### src/rtl/mem_responder.sv
// mem_responder: single-outstanding load/store responder in front of a word-wide
// synchronous RAM. Adds programmable wait states and handles sub-word stores by
// read-modify-write. Each request produces exactly one single-cycle response.
module mem_responder #(
  parameter int unsigned ADDR_W      = 8,
  parameter int unsigned WAIT_CYCLES = 1
) (
  input  logic        clk,
  input  logic        reset,
  input  logic        req_valid,
  output logic        req_ready,
  input  logic        req_write,
  input  logic [1:0]  req_size,
  input  logic [31:0] req_addr,
  input  logic [31:0] req_wdata,
  output logic        resp_valid,
  output logic [31:0] resp_rdata,
  output logic        resp_err
);

  localparam int unsigned WORD_AW = ADDR_W - 2;
  localparam int unsigned DEPTH   = 1 << WORD_AW;
  localparam int unsigned CNT_W   = (WAIT_CYCLES > 1) ? $clog2(WAIT_CYCLES + 1) : 1;

  localparam logic [1:0] SZ_WORD = 2'b00;
  localparam logic [1:0] SZ_HALF = 2'b01;
  localparam logic [1:0] SZ_BYTE = 2'b10;

  localparam logic [2:0] S_IDLE   = 3'd0;
  localparam logic [2:0] S_WAIT   = 3'd1;
  localparam logic [2:0] S_ACCESS = 3'd2;
  localparam logic [2:0] S_MERGE  = 3'd3;
  localparam logic [2:0] S_RESP   = 3'd4;

  logic [2:0]         state_q, state_d;
  logic [CNT_W-1:0]   cnt_q, cnt_d;
  logic               req_ready_q, req_ready_d;
  logic               resp_valid_q, resp_valid_d;
  logic               resp_err_q, resp_err_d;
  logic [31:0]        resp_rdata_q, resp_rdata_d;

  logic               write_q;
  logic [1:0]         size_q;
  logic [ADDR_W-1:0]  addr_q;
  logic [31:0]        wdata_q;
  logic [31:0]        rmw_q;

  logic [31:0]        mem_q [DEPTH];

  logic               accept_c;
  logic               misalign_c;
  logic [WORD_AW-1:0] word_idx_c;
  logic [31:0]        ram_rd_c;
  logic [31:0]        load_lane_c;
  logic [31:0]        merge_c;
  logic               mem_we_c;
  logic [31:0]        mem_wdata_c;
  logic               unused_addr_c;

  assign accept_c      = req_valid & req_ready_q;
  assign word_idx_c    = addr_q[ADDR_W-1:2];
  assign ram_rd_c      = mem_q[word_idx_c];
  assign unused_addr_c = ^req_addr[31:ADDR_W];

  assign req_ready  = req_ready_q;
  assign resp_valid = resp_valid_q;
  assign resp_rdata = resp_rdata_q;
  assign resp_err   = resp_err_q;

  // Alignment / reserved-size check on the incoming request.
  always_comb begin
    misalign_c = 1'b0;
    case (req_size)
      SZ_WORD: misalign_c = (req_addr[1:0] != 2'b00);
      SZ_HALF: misalign_c = req_addr[0];
      SZ_BYTE: misalign_c = 1'b0;
      default: misalign_c = 1'b1;
    endcase
  end

  // Select the addressed lane of the RAM word, zero-extended and right-aligned.
  always_comb begin
    load_lane_c = '0;
    case (size_q)
      SZ_WORD: load_lane_c = ram_rd_c;
      SZ_HALF: load_lane_c = addr_q[1] ? {16'h0, ram_rd_c[31:16]} : {16'h0, ram_rd_c[15:0]};
      SZ_BYTE: begin
        case (addr_q[1:0])
          2'd0:    load_lane_c = {24'h0, ram_rd_c[7:0]};
          2'd1:    load_lane_c = {24'h0, ram_rd_c[15:8]};
          2'd2:    load_lane_c = {24'h0, ram_rd_c[23:16]};
          default: load_lane_c = {24'h0, ram_rd_c[31:24]};
        endcase
      end
      default: load_lane_c = '0;
    endcase
  end

  // Replace the addressed lane(s) of the previously read word with store data.
  always_comb begin
    merge_c = rmw_q;
    case (size_q)
      SZ_HALF: begin
        if (addr_q[1]) merge_c[31:16] = wdata_q[15:0];
        else           merge_c[15:0]  = wdata_q[15:0];
      end
      SZ_BYTE: begin
        case (addr_q[1:0])
          2'd0:    merge_c[7:0]   = wdata_q[7:0];
          2'd1:    merge_c[15:8]  = wdata_q[7:0];
          2'd2:    merge_c[23:16] = wdata_q[7:0];
          default: merge_c[31:24] = wdata_q[7:0];
        endcase
      end
      default: merge_c = rmw_q;
    endcase
  end

  // Next-state and next-output logic.
  always_comb begin
    state_d      = state_q;
    cnt_d        = cnt_q;
    req_ready_d  = 1'b0;
    resp_valid_d = 1'b0;
    resp_err_d   = 1'b0;
    resp_rdata_d = '0;
    mem_we_c     = 1'b0;
    mem_wdata_c  = wdata_q;
    case (state_q)
      S_IDLE: begin
        req_ready_d = 1'b1;
        if (accept_c) begin
          req_ready_d = 1'b0;
          cnt_d       = CNT_W'(WAIT_CYCLES);
          if (misalign_c) begin
            state_d      = S_RESP;
            resp_valid_d = 1'b1;
            resp_err_d   = 1'b1;
          end else if (WAIT_CYCLES == 0) begin
            state_d = S_ACCESS;
          end else begin
            state_d = S_WAIT;
          end
        end
      end
      S_WAIT: begin
        cnt_d = cnt_q - CNT_W'(1);
        if (cnt_q <= CNT_W'(1)) state_d = S_ACCESS;
      end
      S_ACCESS: begin
        if (!write_q) begin
          state_d      = S_RESP;
          resp_valid_d = 1'b1;
          resp_rdata_d = load_lane_c;
        end else if (size_q == SZ_WORD) begin
          mem_we_c     = 1'b1;
          mem_wdata_c  = wdata_q;
          state_d      = S_RESP;
          resp_valid_d = 1'b1;
        end else begin
          state_d = S_MERGE;
        end
      end
      S_MERGE: begin
        mem_we_c     = 1'b1;
        mem_wdata_c  = merge_c;
        state_d      = S_RESP;
        resp_valid_d = 1'b1;
      end
      S_RESP: begin
        state_d     = S_IDLE;
        req_ready_d = 1'b1;
      end
      default: begin
        state_d     = S_IDLE;
        req_ready_d = 1'b1;
      end
    endcase
  end

  // State and registered outputs, synchronous reset.
  always_ff @(posedge clk) begin
    if (reset) begin
      state_q      <= S_IDLE;
      cnt_q        <= '0;
      req_ready_q  <= 1'b1;
      resp_valid_q <= 1'b0;
      resp_err_q   <= 1'b0;
      resp_rdata_q <= '0;
    end else begin
      state_q      <= state_d;
      cnt_q        <= cnt_d;
      req_ready_q  <= req_ready_d;
      resp_valid_q <= resp_valid_d;
      resp_err_q   <= resp_err_d;
      resp_rdata_q <= resp_rdata_d;
    end
  end

  // Capture request fields on the accepting handshake.
  always_ff @(posedge clk) begin
    if (accept_c) begin
      write_q <= req_write;
      size_q  <= req_size;
      addr_q  <= req_addr[ADDR_W-1:0];
      wdata_q <= req_wdata;
    end
  end

  // Synchronous RAM read used by the read-modify-write path.
  always_ff @(posedge clk) begin
    if (state_q == S_ACCESS) rmw_q <= ram_rd_c;
  end

  // RAM write port; a write coinciding with reset is dropped.
  always_ff @(posedge clk) begin
    if (mem_we_c && !reset) mem_q[word_idx_c] <= mem_wdata_c;
  end

endmodule

### config.mk
export PLATFORM = sky130hd
export DESIGN_NAME = mem_responder
export DESIGN_NICKNAME = d
export VERILOG_FILES = /design/src/rtl/mem_responder.sv
export SDC_FILE = /design/constraint.sdc
export NUM_CORES = 2
export LEC_CHECK = 0
export CORE_MARGIN = 2
export CORE_UTILIZATION = 60
export DETAILED_ROUTE_END_ITERATION = 10
export PLACE_DENSITY_LB_ADDON = 0.25
export SYNTH_ARGS = -nofsm -noshare
export SYNTH_HDL_FRONTEND = slang
export SYNTH_SLANG_ARGS = --single-unit
### constraint.sdc
create_clock -name clk -period 6.3 [get_ports clk]
set_clock_uncertainty 0.2 [all_clocks]
set_input_delay 1.26 -clock clk [delete_from_list [all_inputs] [get_ports clk]]
set_output_delay 1.26 -clock clk [all_outputs]
set_load 0.02 [all_outputs]
==> metrics.txt <==
Yosys reg bits 2167; GPL Wtd Cong 0.9424; crit start category flop; reg2reg end mem_q[43][3]; Yosys top cell area share 76.49%; Peak VDD IR 0.2701 mV; vias in the first global route 42162; Worst-path clk slew 0.07 ns; synth warn 0; uppermost routed layer met5; drt drc 0; DRT met1 WL 80540 um; Crit Reg-Reg Startpoint size_q[0]; pwr dens 327.4 mW/mm^2; final WL 222600 um; Syn Std Cell Area 0.08335 sq mm; Min Clock Period, post-route 4.987 ns; initial antenna violation count 17; Setup crit end kind flop; clk_lat worst skew 0.84 ns; Die Height 376.7 um; largest net degree at the start of global routing 89; All-Layer GR Usage 31.80%; root buf cell clkbuf_16; Initial Utilization 60.55%; DP HPWL 132500 um; CTS buffer count 204; met2 wire length 102200 um; Seq/Total Area, Yosys 77.54%; site row count 136; routed vias/inst 7.067; Synth area leaders edfxtp_1 (76%), mux4_2 (12%), mux2i_1 (1.9%), dfxtp_1 (1.1%), nand2_1 (0.81%); # H-tree levels 4; Leak Pwr 29.93 nW; synthesized area per cell 21.31 sq um; Final setup viols 0; gr ovfl total 0; Setup CP Type flop to flop; ys async rst share 0%; RSZ-0062 raised after global routing no; # clock sinks 2167; Post-Layout Cell Count 6166; Placed Instances 5780; Slew @ Worst Pin 1.373 ns; Crit Path Max Fanout 22; met3 wire length 31880 um; first-pass GRT wire length 315100 um; Die X 376.7 um; CP endpoint mem_q[43][3]; TNS Setup 0 ns; Core Region 0.1377 sq mm; post-CTS setup buffers 0; area delta synth->final 13.27%; Initial DRT Pass Iterations 6; Mapped Nets 3986; port bufs 80; I/O pins 105; most frequent cell after synthesis edfxtp_1; MaxCap Viol Count 0; area leader, netlist edfxtp_1; status finished clean; CTS tree built; post-synthesis cell type count 80; Post-synth EDFFs 2123; fmax 200.5 MHz; Fillers 8227; Power, Total 30.91 mW; via count 43574; Syn Inst Count 3912; ys flop type edfxtp_1; Nets 4266; # resized after CTS 0; WP data arrival 5.32 ns; share of cells above drive strength 1 25.34%; post-layout util 68.58%; final slew viol count 0; Hold Path Class flop to flop; Max-slew headroom 7.769%; Hold Buf Count CTS 0; CP required 6.63 ns; Detail Route Antenna Nets 0; reg2reg path depth 7; Hold Path Cell Cnt 1; routed length per instance 36.10 um; Final Hold Fails 0; 1st-iter DRT viols 7193; Worst Setup SP size_q[0]; Reg2Reg Setup Slack 1.31 ns; final worst path period share 79.17%; DIE AREA 0.1419 sq mm; most frequent cells after synthesis edfxtp_1 (2123), mux4_2 (449), nand2_1 (179); clock buffer depth 3
==> flip-flops by register name, summed over array words and instances (netlist names), named ones only <==
register and cells:
addr_q 8, mem_q 2048, req_ready 1, resp_err 1
resp_rdata 32, resp_valid 1, rmw_q 32, size_q 2
state_q 3, wdata_q 32, write_q 1
==> placed cells by master, fill, tap and decap left out, types with 40 or more instances in the layout <==
| master | count |
|---|---|
| clkinv_1 | 46 |
| clkdlybuf4s50_1 | 80 |
| a21oi_1 | 41 |
| clkbuf_16 | 207 |
| edfxtp_1 | 2123 |
| mux2i_1 | 155 |
| buf_4 | 185 |
| nor2_4 | 65 |
| o22ai_1 | 51 |
| nand2_1 | 178 |
| nand3_1 | 47 |
| mux4_2 | 449 |
| clkinv_2 | 53 |
| o221ai_1 | 40 |
| a22oi_1 | 61 |
| nor2_1 | 40 |
==> cells by family (layout without fill, tap and decap cells) <==
group                    Yosys count  after routing  share of synthesized area (%)
AO/OA/AOI/OAI                    379            379                          3.225
multiplexers                     632            632                          14.62
other                              0              3                              0
AND/OR/NAND/NOR                  491            491                          2.882
buffers and inverters            239            696                          1.665
flip-flops                      2167           2167                          77.54
adder cells (fa/ha/maj)            4              4                        0.06005
==> worst min-delay path by stage <==
stage,startpoint,endpoint,slack [ns]
finish,addr_q[2],flop,0.37
global route,addr_q[2],flop,0.38
CTS,addr_q[2],flop,0.37
detailed placement,addr_q[2],flop,0.33
global placement,addr_q[2],flop,0.36
floorplan,addr_q[2],flop,0.29
==> area by class of cell <==
| cell class | instances | area, sq um | area share (%) |
|---|---|---|---|
| multi-input combinational | 1506 | 18160 | 19.23 |
| clock buffer | 242 | 5351 | 5.669 |
| clock inverter | 141 | 1331 | 1.410 |
| sequential | 2167 | 64650 | 68.48 |
| tap | 1794 | 2245 | 2.378 |
| inverter | 30 | 112.6 | 0.1193 |
| antenna | 3 | 7.507 | 0.007952 |
| timing repair buffer | 283 | 2550 | 2.701 |
==> critical path, cell delays in order (launching register included) <==
cell and delay (ns):
edfxtp_1 0.44, inv_1 0.11, ha_1 0.43, a21oi_1 0.17, nor4b_1 0.98, nand2_1 0.91
nor2_4 1.04, buf_4 0.36
==> where the power goes <==
| group | switching, mW | leakage [nW] | total [mW] | internal (mW) |
|---|---|---|---|---|
| Sequential | 0.0804 | 19.5 | 16.0 | 15.9 |
| Combinational | 1.73 | 7.19 | 2.66 | 0.928 |
| Clock | 5.31 | 3.28 | 12.2 | 6.94 |
| Total | 7.12 | 29.9 | 30.9 | 23.8 |
==> through the flow <==
stage	setup WS (ns)	hold slack [ns]	area, sq um
after floorplan	1.184	0.2917	83350
after global placement	0.9097	0.3561	87720
after detailed placement	0.8391	0.3327	87720
after CTS	1.516	0.3670	94400
after global routing	1.158	0.3753	94400
final	1.313	0.3698	94410
==> layer usage <==
metal,up-vias,global-route usage [%]
met3,503,9.331
met4,14,10.43
met2,3474,47.94
met1,22538,45.40
met5,-,0
li1,17045,-
Note: power is estimated with default switching activity, not from simulation.
